$ cat src/rtl/llc_input_arbiter_if.sv
// Handshake bundle between the LLC input channels, the arbiter and the decode stage.
// The slave modport is the arbiter; the master modport is the channel/decode side.
interface llc_input_arbiter_if;
  logic [3:0]       chan_valid;
  logic [3:0]       chan_block;
  logic             decode_en;
  logic             grant_ack;
  logic             grant_valid;
  logic [3:0]       grant;
  logic [3:0]       pop;
  logic             promoted;
  logic             idle;
  logic [3:0][15:0] stat_grants;
  logic [15:0]      stat_promos;

  modport master (
    output chan_valid, chan_block, decode_en, grant_ack,
    input  grant_valid, grant, pop, promoted, idle, stat_grants, stat_promos
  );

  modport slave (
    input  chan_valid, chan_block, decode_en, grant_ack,
    output grant_valid, grant, pop, promoted, idle, stat_grants, stat_promos
  );
endinterface

$ cat src/rtl/llc_input_arbiter.sv
// LLC input arbiter: fixed priority rst>rsp>req>dma with req/dma aging; grant 1 cycle after decode_en,
// held until grant_ack (back-to-back when ack and decode_en coincide). Counters built with LLC_ARB_STATS_EN.
module llc_input_arbiter #(
  parameter int STARVE_LIMIT = 15,
  parameter int AGE_W        = 4
) (
  input  logic               clk,
  input  logic               rst,
  llc_input_arbiter_if.slave bus
);

  localparam logic [AGE_W-1:0] LIMIT = AGE_W'(STARVE_LIMIT);

  typedef enum logic {ARB, HOLD} state_t;

  state_t           state_q, state_d;
  logic             grant_vld_q, grant_vld_d;
  logic [3:0]       grant_q, grant_d;
  logic             promo_q, promo_d;
  logic             idle_q, idle_d;
  logic [AGE_W-1:0] age_req_q, age_req_d;
  logic [AGE_W-1:0] age_dma_q, age_dma_d;

  logic [3:0] elig;
  logic [3:0] win;
  logic       win_promo;
  logic       arb_fire;

  always_ff @(posedge clk or negedge rst) begin
    if (!rst) begin
      state_q     <= ARB;
      grant_vld_q <= 1'b0;
      grant_q     <= '0;
      promo_q     <= 1'b0;
      idle_q      <= 1'b0;
      age_req_q   <= '0;
      age_dma_q   <= '0;
    end else begin
      state_q     <= state_d;
      grant_vld_q <= grant_vld_d;
      grant_q     <= grant_d;
      promo_q     <= promo_d;
      idle_q      <= idle_d;
      age_req_q   <= age_req_d;
      age_dma_q   <= age_dma_d;
    end
  end

  always_comb begin
    state_d     = state_q;
    grant_vld_d = grant_vld_q;
    grant_d     = grant_q;
    promo_d     = promo_q;
    idle_d      = idle_q;
    age_req_d   = age_req_q;
    age_dma_d   = age_dma_q;
    win         = '0;
    win_promo   = 1'b0;

    // The outstanding grantee pops this cycle, so it must not win a back-to-back slot.
    elig = bus.chan_valid & ~bus.chan_block & ((state_q == HOLD) ? ~grant_q : 4'b1111);

    if (elig[0]) begin
      win = 4'b0001;
    end else if (elig[2] && age_req_q == LIMIT) begin
      win       = 4'b0100;
      win_promo = 1'b1;
    end else if (elig[3] && age_dma_q == LIMIT) begin
      win       = 4'b1000;
      win_promo = 1'b1;
    end else if (elig[1]) begin
      win = 4'b0010;
    end else if (elig[2]) begin
      win = 4'b0100;
    end else if (elig[3]) begin
      win = 4'b1000;
    end

    arb_fire = bus.decode_en && (state_q == ARB || bus.grant_ack);

    case (state_q)
      ARB: begin
        if (bus.decode_en) begin
          if (|win) begin
            grant_d     = win;
            promo_d     = win_promo;
            grant_vld_d = 1'b1;
            idle_d      = 1'b0;
            state_d     = HOLD;
          end else begin
            idle_d = 1'b1;
          end
        end
      end
      HOLD: begin
        if (bus.grant_ack) begin
          if (bus.decode_en && |win) begin
            grant_d = win;
            promo_d = win_promo;
            idle_d  = 1'b0;
          end else begin
            grant_d     = '0;
            promo_d     = 1'b0;
            grant_vld_d = 1'b0;
            state_d     = ARB;
            if (bus.decode_en) idle_d = 1'b1;
          end
        end
      end
      default: state_d = ARB;
    endcase

    if (arb_fire) begin
      if (win[2] || !elig[2])         age_req_d = '0;
      else if (age_req_q != LIMIT)    age_req_d = age_req_q + AGE_W'(1);
      if (win[3] || !elig[3])         age_dma_d = '0;
      else if (age_dma_q != LIMIT)    age_dma_d = age_dma_q + AGE_W'(1);
    end
  end

  assign bus.grant_valid = grant_vld_q;
  assign bus.grant       = grant_q;
  assign bus.promoted    = promo_q;
  assign bus.idle        = idle_q;
  assign bus.pop         = grant_q & {4{bus.grant_ack & grant_vld_q}};

`ifdef LLC_ARB_STATS_EN
  logic [3:0][15:0] stat_grants_q;
  logic [15:0]      stat_promos_q;

  always_ff @(posedge clk or negedge rst) begin
    if (!rst) begin
      stat_grants_q <= '0;
      stat_promos_q <= '0;
    end else begin
      for (int i = 0; i < 4; i++) begin
        if (bus.pop[i]) stat_grants_q[i] <= stat_grants_q[i] + 16'd1;
      end
      if (arb_fire && win_promo) stat_promos_q <= stat_promos_q + 16'd1;
    end
  end

  assign bus.stat_grants = stat_grants_q;
  assign bus.stat_promos = stat_promos_q;
`else
  assign bus.stat_grants = '0;
  assign bus.stat_promos = '0;
`endif

endmodule
$ cat src/flat_wrapper.sv
// flat-port wrapper written by rule: the top's interface ports become plain ports
module llc_input_arbiter_flat 
#(
  parameter int STARVE_LIMIT = 15,
  parameter int AGE_W        = 4
)
  (clk, rst, bus_chan_valid, bus_chan_block, bus_decode_en, bus_grant_ack, bus_grant_valid, bus_grant, bus_pop, bus_promoted, bus_idle, bus_stat_grants, bus_stat_promos);
  llc_input_arbiter_if bus_i ();
  input  logic clk;
  input  logic rst;
  input wire logic [$bits(bus_i.chan_valid)-1:0] bus_chan_valid;
  input wire logic [$bits(bus_i.chan_block)-1:0] bus_chan_block;
  input wire logic [$bits(bus_i.decode_en)-1:0] bus_decode_en;
  input wire logic [$bits(bus_i.grant_ack)-1:0] bus_grant_ack;
  output wire logic [$bits(bus_i.grant_valid)-1:0] bus_grant_valid;
  output wire logic [$bits(bus_i.grant)-1:0] bus_grant;
  output wire logic [$bits(bus_i.pop)-1:0] bus_pop;
  output wire logic [$bits(bus_i.promoted)-1:0] bus_promoted;
  output wire logic [$bits(bus_i.idle)-1:0] bus_idle;
  output wire logic [$bits(bus_i.stat_grants)-1:0] bus_stat_grants;
  output wire logic [$bits(bus_i.stat_promos)-1:0] bus_stat_promos;
  assign bus_i.chan_valid = bus_chan_valid;
  assign bus_i.chan_block = bus_chan_block;
  assign bus_i.decode_en = bus_decode_en;
  assign bus_i.grant_ack = bus_grant_ack;
  assign bus_grant_valid = bus_i.grant_valid;
  assign bus_grant = bus_i.grant;
  assign bus_pop = bus_i.pop;
  assign bus_promoted = bus_i.promoted;
  assign bus_idle = bus_i.idle;
  assign bus_stat_grants = bus_i.stat_grants;
  assign bus_stat_promos = bus_i.stat_promos;
  llc_input_arbiter #(.STARVE_LIMIT(STARVE_LIMIT), .AGE_W(AGE_W)) u_core (.clk(clk), .rst(rst), .bus(bus_i));
endmodule
$ cat config.mk
export PLATFORM = sky130hd
export DESIGN_NAME = llc_input_arbiter_flat
export DESIGN_NICKNAME = d
export VERILOG_FILES = /design/src/rtl/llc_input_arbiter_if.sv /design/src/rtl/llc_input_arbiter.sv /design/src/flat_wrapper.sv
export SDC_FILE = /design/constraint.sdc
export NUM_CORES = 1
export LEC_CHECK = 0
export BUFFER_PORTS_ARGS = -buffer_cell sky130_fd_sc_hd__buf_2
export CELL_PAD_IN_SITES_DETAIL_PLACEMENT = 1
export CELL_PAD_IN_SITES_GLOBAL_PLACEMENT = 1
export CORE_ASPECT_RATIO = 0.9
export CORE_MARGIN = 2
export CORE_UTILIZATION = 32
export DETAILED_ROUTE_END_ITERATION = 12
export GPL_TIMING_DRIVEN = 0
export PLACE_DENSITY = 0.95
export SLEW_MARGIN = 40
export SYNTH_ARGS = -nofsm -noshare
export SYNTH_HDL_FRONTEND = slang
export SYNTH_SLANG_ARGS = --single-unit
export TNS_END_PERCENT = 100
$ cat constraint.sdc
create_clock -name clk -period 5.25 [get_ports clk]
set_input_delay 0.525 -clock clk [delete_from_list [all_inputs] [get_ports clk]]
set_output_delay 0.525 -clock clk [all_outputs]
set_load 0.005 [all_outputs]
# Word level (Yosys, flattened, before mapping)

Index checks and enable logic that the tools add are counted.

Output and inout port bits: 91
Logic and storage cells: 82
Register bits after elaboration: 16
Bits of input ports: 12

Multiplexer cells: 40
Reduce and logical (&&, ||, !) cells: 17
Bitwise operators: 7
Add/sub/neg operators: 2
Equality and inequality tests: 9

Operator list:

| operator            | count |
|---|---|
| $mux 4              | 15 |
| $mux 1              | 20 |
| $and 4x4->4         | 3 |
| $add 4x1->4 const B | 2 |
| $eq 4x4->1 const B  | 2 |
| $ne 2x2->1 const B  | 4 |
| $ne 4x4->1 const B  | 2 |
| $not 4->4           | 2 |
| $pmux 1 s2          | 4 |
| $pmux 4 s2          | 1 |
| $reduce_and 3->1    | 2 |
| $logic_and 1x1->1   | 4 |
| $reduce_and 2->1    | 2 |
| $reduce_and 4->1    | 1 |
| $reduce_bool 2->1   | 2 |
| $reduce_or 4->1     | 1 |
| $logic_or 1x1->1    | 3 |
| $ne 3x3->1 const B  | 1 |
| $logic_not 1->1     | 2 |
| $and 1x1->1         | 1 |
| $not 1->1           | 1 |

# Longest topological paths before layout

Depth in word-level cells: 14
Mapped depth: 6
Mapped depth without buffers: 6

# Worst setup path after synthesis

No wires, ideal clock.

Path type: in2reg
Start: in bus_chan_block[3]
End: reg u_core.age_dma_q[3]
Stages: 5
Buffers on the path: 0
Data arrival time: 1.794 ns
Data required time: 5.170 ns
Library setup time: 0.080 ns
Slack: 3.376 ns
Cells stage by stage: and2b_1 > nand2_4 > or4_1 > or3_1 > o211ai_2

Longest elaborated chain between the ends: 12
Elaborated cells between the ends (all ways): 15
Those cells by class: mux: 7; bitwise: 3; reduce/logical: 5

RTL lines:

| what                               | line                     | text |
|---|---|---|
| start: declaration                 | flat_wrapper.sv:12       | `input wire logic [$bits(bus_i.chan_block)-1:0] bus_chan_block;` |
| $not 4->4 *                        | llc_input_arbiter.sv:61  | `elig = bus.chan_valid & ~bus.chan_block & ((state_q == HOLD) ? ~grant_q : 4'b1111);` |
| $and 4x4->4 * (2 in series)        | llc_input_arbiter.sv:61  |  |
| $mux 4                             | llc_input_arbiter.sv:75  | `end else if (elig[3]) begin` |
| $mux 4                             | llc_input_arbiter.sv:73  | `end else if (elig[2]) begin` |
| $mux 4                             | llc_input_arbiter.sv:71  | `end else if (elig[1]) begin` |
| $mux 4                             | llc_input_arbiter.sv:68  | `end else if (elig[3] && age_dma_q == LIMIT) begin` |
| $mux 4                             | llc_input_arbiter.sv:65  | `end else if (elig[2] && age_req_q == LIMIT) begin` |
| $mux 4                             | llc_input_arbiter.sv:63  | `if (elig[0]) begin` |
| $logic_or 1x1->1 *                 | llc_input_arbiter.sv:116 | `if (win[3] \|\| !elig[3]) age_dma_d = '0;` |
| $reduce_bool 2->1 (no source line) | n/a                      |  |
| $reduce_and 2->1 (no source line)  | n/a                      |  |
| end signal: assignment             | llc_input_arbiter.sv:45  | `age_dma_q <= age_dma_d;` |
| end: declaration                   | llc_input_arbiter.sv:22  | `logic [AGE_W-1:0] age_dma_q, age_dma_d;` |

Mark *: on every way between the ends. The rest lies on a longest branch, timed or not.
A chain may end at the register's enable or synchronous reset.

# Worst setup path after layout

Start: reg u_core.age_dma_q[0]
End: reg u_core.age_req_q[0]

Longest elaborated chain between the ends: 8
Elaborated cells between the ends (all ways): 9
Those cells by class: eq/ne: 1; mux: 4; reduce/logical: 4

RTL lines:

| what                               | line                     | text |
|---|---|---|
| $eq 4x4->1 *                       | llc_input_arbiter.sv:68  |  |
| $logic_and 1x1->1 *                | llc_input_arbiter.sv:68  |  |
| $mux 4 *                           | llc_input_arbiter.sv:68  |  |
| $mux 4 *                           | llc_input_arbiter.sv:65  |  |
| $mux 4 *                           | llc_input_arbiter.sv:63  |  |
| $logic_or 1x1->1 *                 | llc_input_arbiter.sv:114 | `if (win[2] \|\| !elig[2]) age_req_d = '0;` |
| $reduce_bool 2->1 (no source line) | n/a                      |  |
| $reduce_and 2->1 (no source line)  | n/a                      |  |
| end signal: assignment             | llc_input_arbiter.sv:44  | `age_req_q <= age_req_d;` |
| end: declaration                   | llc_input_arbiter.sv:21  | `logic [AGE_W-1:0] age_req_q, age_req_d;` |

Marked as above.

==> reports/metrics.cfg <==
[die]
start_util_pct=33.2
fp.dieW_um=78.8
coreArea_mm2=0.00486
num_rows=24
io_pins=103
die_area_mm2=0.00562
die_y_um=71.4

[detailed_routing]
via_per_inst=4.03
dr.pass1.iters=5
route.antenna.remaining_nets=0
drt-initial-drc-count=34
wl_per_cell_um=10.5
num_vias=1445
totalWireLength_um=3780
drc=0

[power_and_ir_drop]
pwr_density_cell_mw_per_mm2=176
p_leak_nw=1.29
totalPowerFinal_w=0.000378
ir_drop_v=0.0000779

[setup_path]
cp_max_fo=6
critPathMaxStageDelay_ns=0.61
cp_slowest_cell=a2111oi_2
cp-end-kind=register
cp.required_ns=5.44
critPathArrivalTime_ns=2.13
start_kind=register
path_cells=ha_1, and3_1, nand3_1, a2111oi_2, mux2_2
crit_type=register to register

[sta]
worst_slack_ns=3.31
fin_skew_ns=0.00311
setup_tns_ns=0
setup_viol=0
min_period_ns=1.94
worst_pin_slew_ns=0.531
hold_ws_ns=0.175
fin_crit_sh_pct=36.9
relSlewSlack_pct=64.6
fmax_mhz=516
hold_violations=0
rsz0062_at_grt=no
slew_viol_final=0

[global_routing]
grt_usage_pct=13.2
grt_antenna_before_repair=0
globalRouteOverflowTotal=0
grt_max_degree=17
grt_pass1_wl_um=6090
grt_pass1_vias=1362

[layout]
fin_nets=309
drive_above_1_share_pct=39.5
antenna_cells=0
syn_to_final_growth_pct=33.4

[clocking]
cts_buffers=3
clock_sinks=16
tritoncts=yes
cts-root-buf=clkbuf_8
clk_latency_ns=0.26
clkTransAtPathRegs_ns=0.07
postCtsSetupBuffers=0
ctsLongestPathBuffers=2
ctsHoldBuffers=0
ctsResizeCount=0
htreeDepth=1

[place]
io_buffers=21
place_ws_ns=3.09
hpwl_um=3160
place.gp.congestion=0.812

[logic_synthesis]
synth-edff-count=0
synth_area_mm2=0.00161
syn_area_per_cell_um2=8.49
yosys_warnings=0
async_reset_ff_share_pct=100
ys_ff_latch=16
yosysUniqueCellTypes=42
netlist_instances=190
ys_seq_area_share_pct=24.8
ys.flop_type=dfrtp_1

[hold_path]
worst_hold_path_type=input port to async pin

[flow_run]
drv_cap=0

[run_status]
status=complete, no violations

registers in the layout, summed over array words and instances, names as in the netlist:
register / flops
u_core.age_dma_q: 4
u_core.age_req_q: 4
u_core.bus.grant: 4
u_core.bus.grant_valid: 1
u_core.bus.idle: 1
u_core.bus.promoted: 1
u_core.state_q: 1
through the flow:
stage,utilization (%),cell area [µm²],std cells
finish,44.2,2150,359
CTS,44.2,2150,359
detailed placement,43.1,2100,355
floorplan,-,1910,269
global placement,43.1,2100,355
global route,44.2,2150,359
cell families (layout without fill, tap and decap cells):
group / count (synthesis) / count (layout) / share of synthesized area (%)
buf+inv: 85 / 110 / 39.1
simple gates: 52 / 52 / 17.7
compound gates: 31 / 31 / 14.7
flops: 16 / 16 / 24.8
fa+ha+maj: 2 / 2 / 1.55
mux: 2 / 2 / 1.32
other cells: 1 / 80 / 0.233
xor+xnor: 1 / 1 / 0.543
worst max-delay path: cells and delay by family, from the launching register on:
kind	cells	cell delay (ns)
AO/OA/AOI/OAI	1	0.61
adder cells (fa/ha/maj)	1	0.23
multiplexers	1	0.25
AND/OR/NAND/NOR	2	0.40
flip-flops	1	0.39
final timing paths:
check                      cells past startpoint  slack, ns                            endpoint                            start
min in group clk                               2       0.48         u_core.bus.idle$_DFFE_PN0P_      u_core.bus.idle$_DFFE_PN0P_
setup reg to reg                               5       3.31     u_core.age_req_q[0]$_DFFE_PN0P_  u_core.age_dma_q[0]$_DFFE_PN0P_
hold reg to reg                                2       0.48         u_core.bus.idle$_DFFE_PN0P_      u_core.bus.idle$_DFFE_PN0P_
max in group asynchronous                      1       4.80     u_core.age_req_q[3]$_DFFE_PN0P_                              rst
setup / recovery                               5       3.31     u_core.age_req_q[0]$_DFFE_PN0P_  u_core.age_dma_q[0]$_DFFE_PN0P_
hold / removal                                 1       0.17  u_core.bus.grant_valid$_DFFE_PN0P_                              rst
cell usage after synthesis, types with 2 or more instances:
master	number	area share [%]
buf_4	81	38
nand2_1	19	4.4
dfrtp_1	16	25
nand3_1	9	2.8
and3_1	6	2.3
o21ai_0	4	1.2
a21oi_1	3	0.93
a22oi_1	3	1.4
inv_1	3	0.70
nor2b_2	3	1.6
a21o_1	2	0.93
a32oi_1	2	1.1
ha_1	2	1.6
nand2_4	2	1.4
nand2b_1	2	0.78
nand3b_1	2	0.93
nor2_1	2	0.47
o211ai_1	2	0.93
o21bai_1	2	0.93
o2bb2ai_1	2	1.1
o31ai_1	2	0.93
area by class of cell:
class,instances,area [µm²]
Sequential cell,16,400
Inverter,3,11.3
Buffer,82,619
Fill cell,647,2710
Multi-Input combinational cell,168,878
Tap cell,65,81.3
Clock buffer,4,55.1
Timing Repair Buffer,21,105
layout by cell type, fill, tap and decap left out, types with 4 or more instances in the layout:
cell type and count:
conb_1 80, clkbuf_8 4, and3_1 6, dfrtp_1 16, buf_4 81, nand3_1 9, buf_2 21, nand2_1 19
o21ai_0 4
metal layers:
metal / wire, µm / global-route usage (%)
met5: 0 / 0
met1: 1490 / 16.0
met3: 302 / 3.65
met2: 1910 / 23.3
met4: 78 / 3.45
power breakdown:
| group | leakage [nW] | switching (W) | internal [W] |
|---|---|---|---|
| registers | 0.216 | 0.0000109 | 0.000132 |
| logic | 1.04 | 0.0000595 | 0.0000633 |
| clock network | 0.0288 | 0.0000451 | 0.0000667 |
No activity file was read; power rests on OpenSTA's default activity.
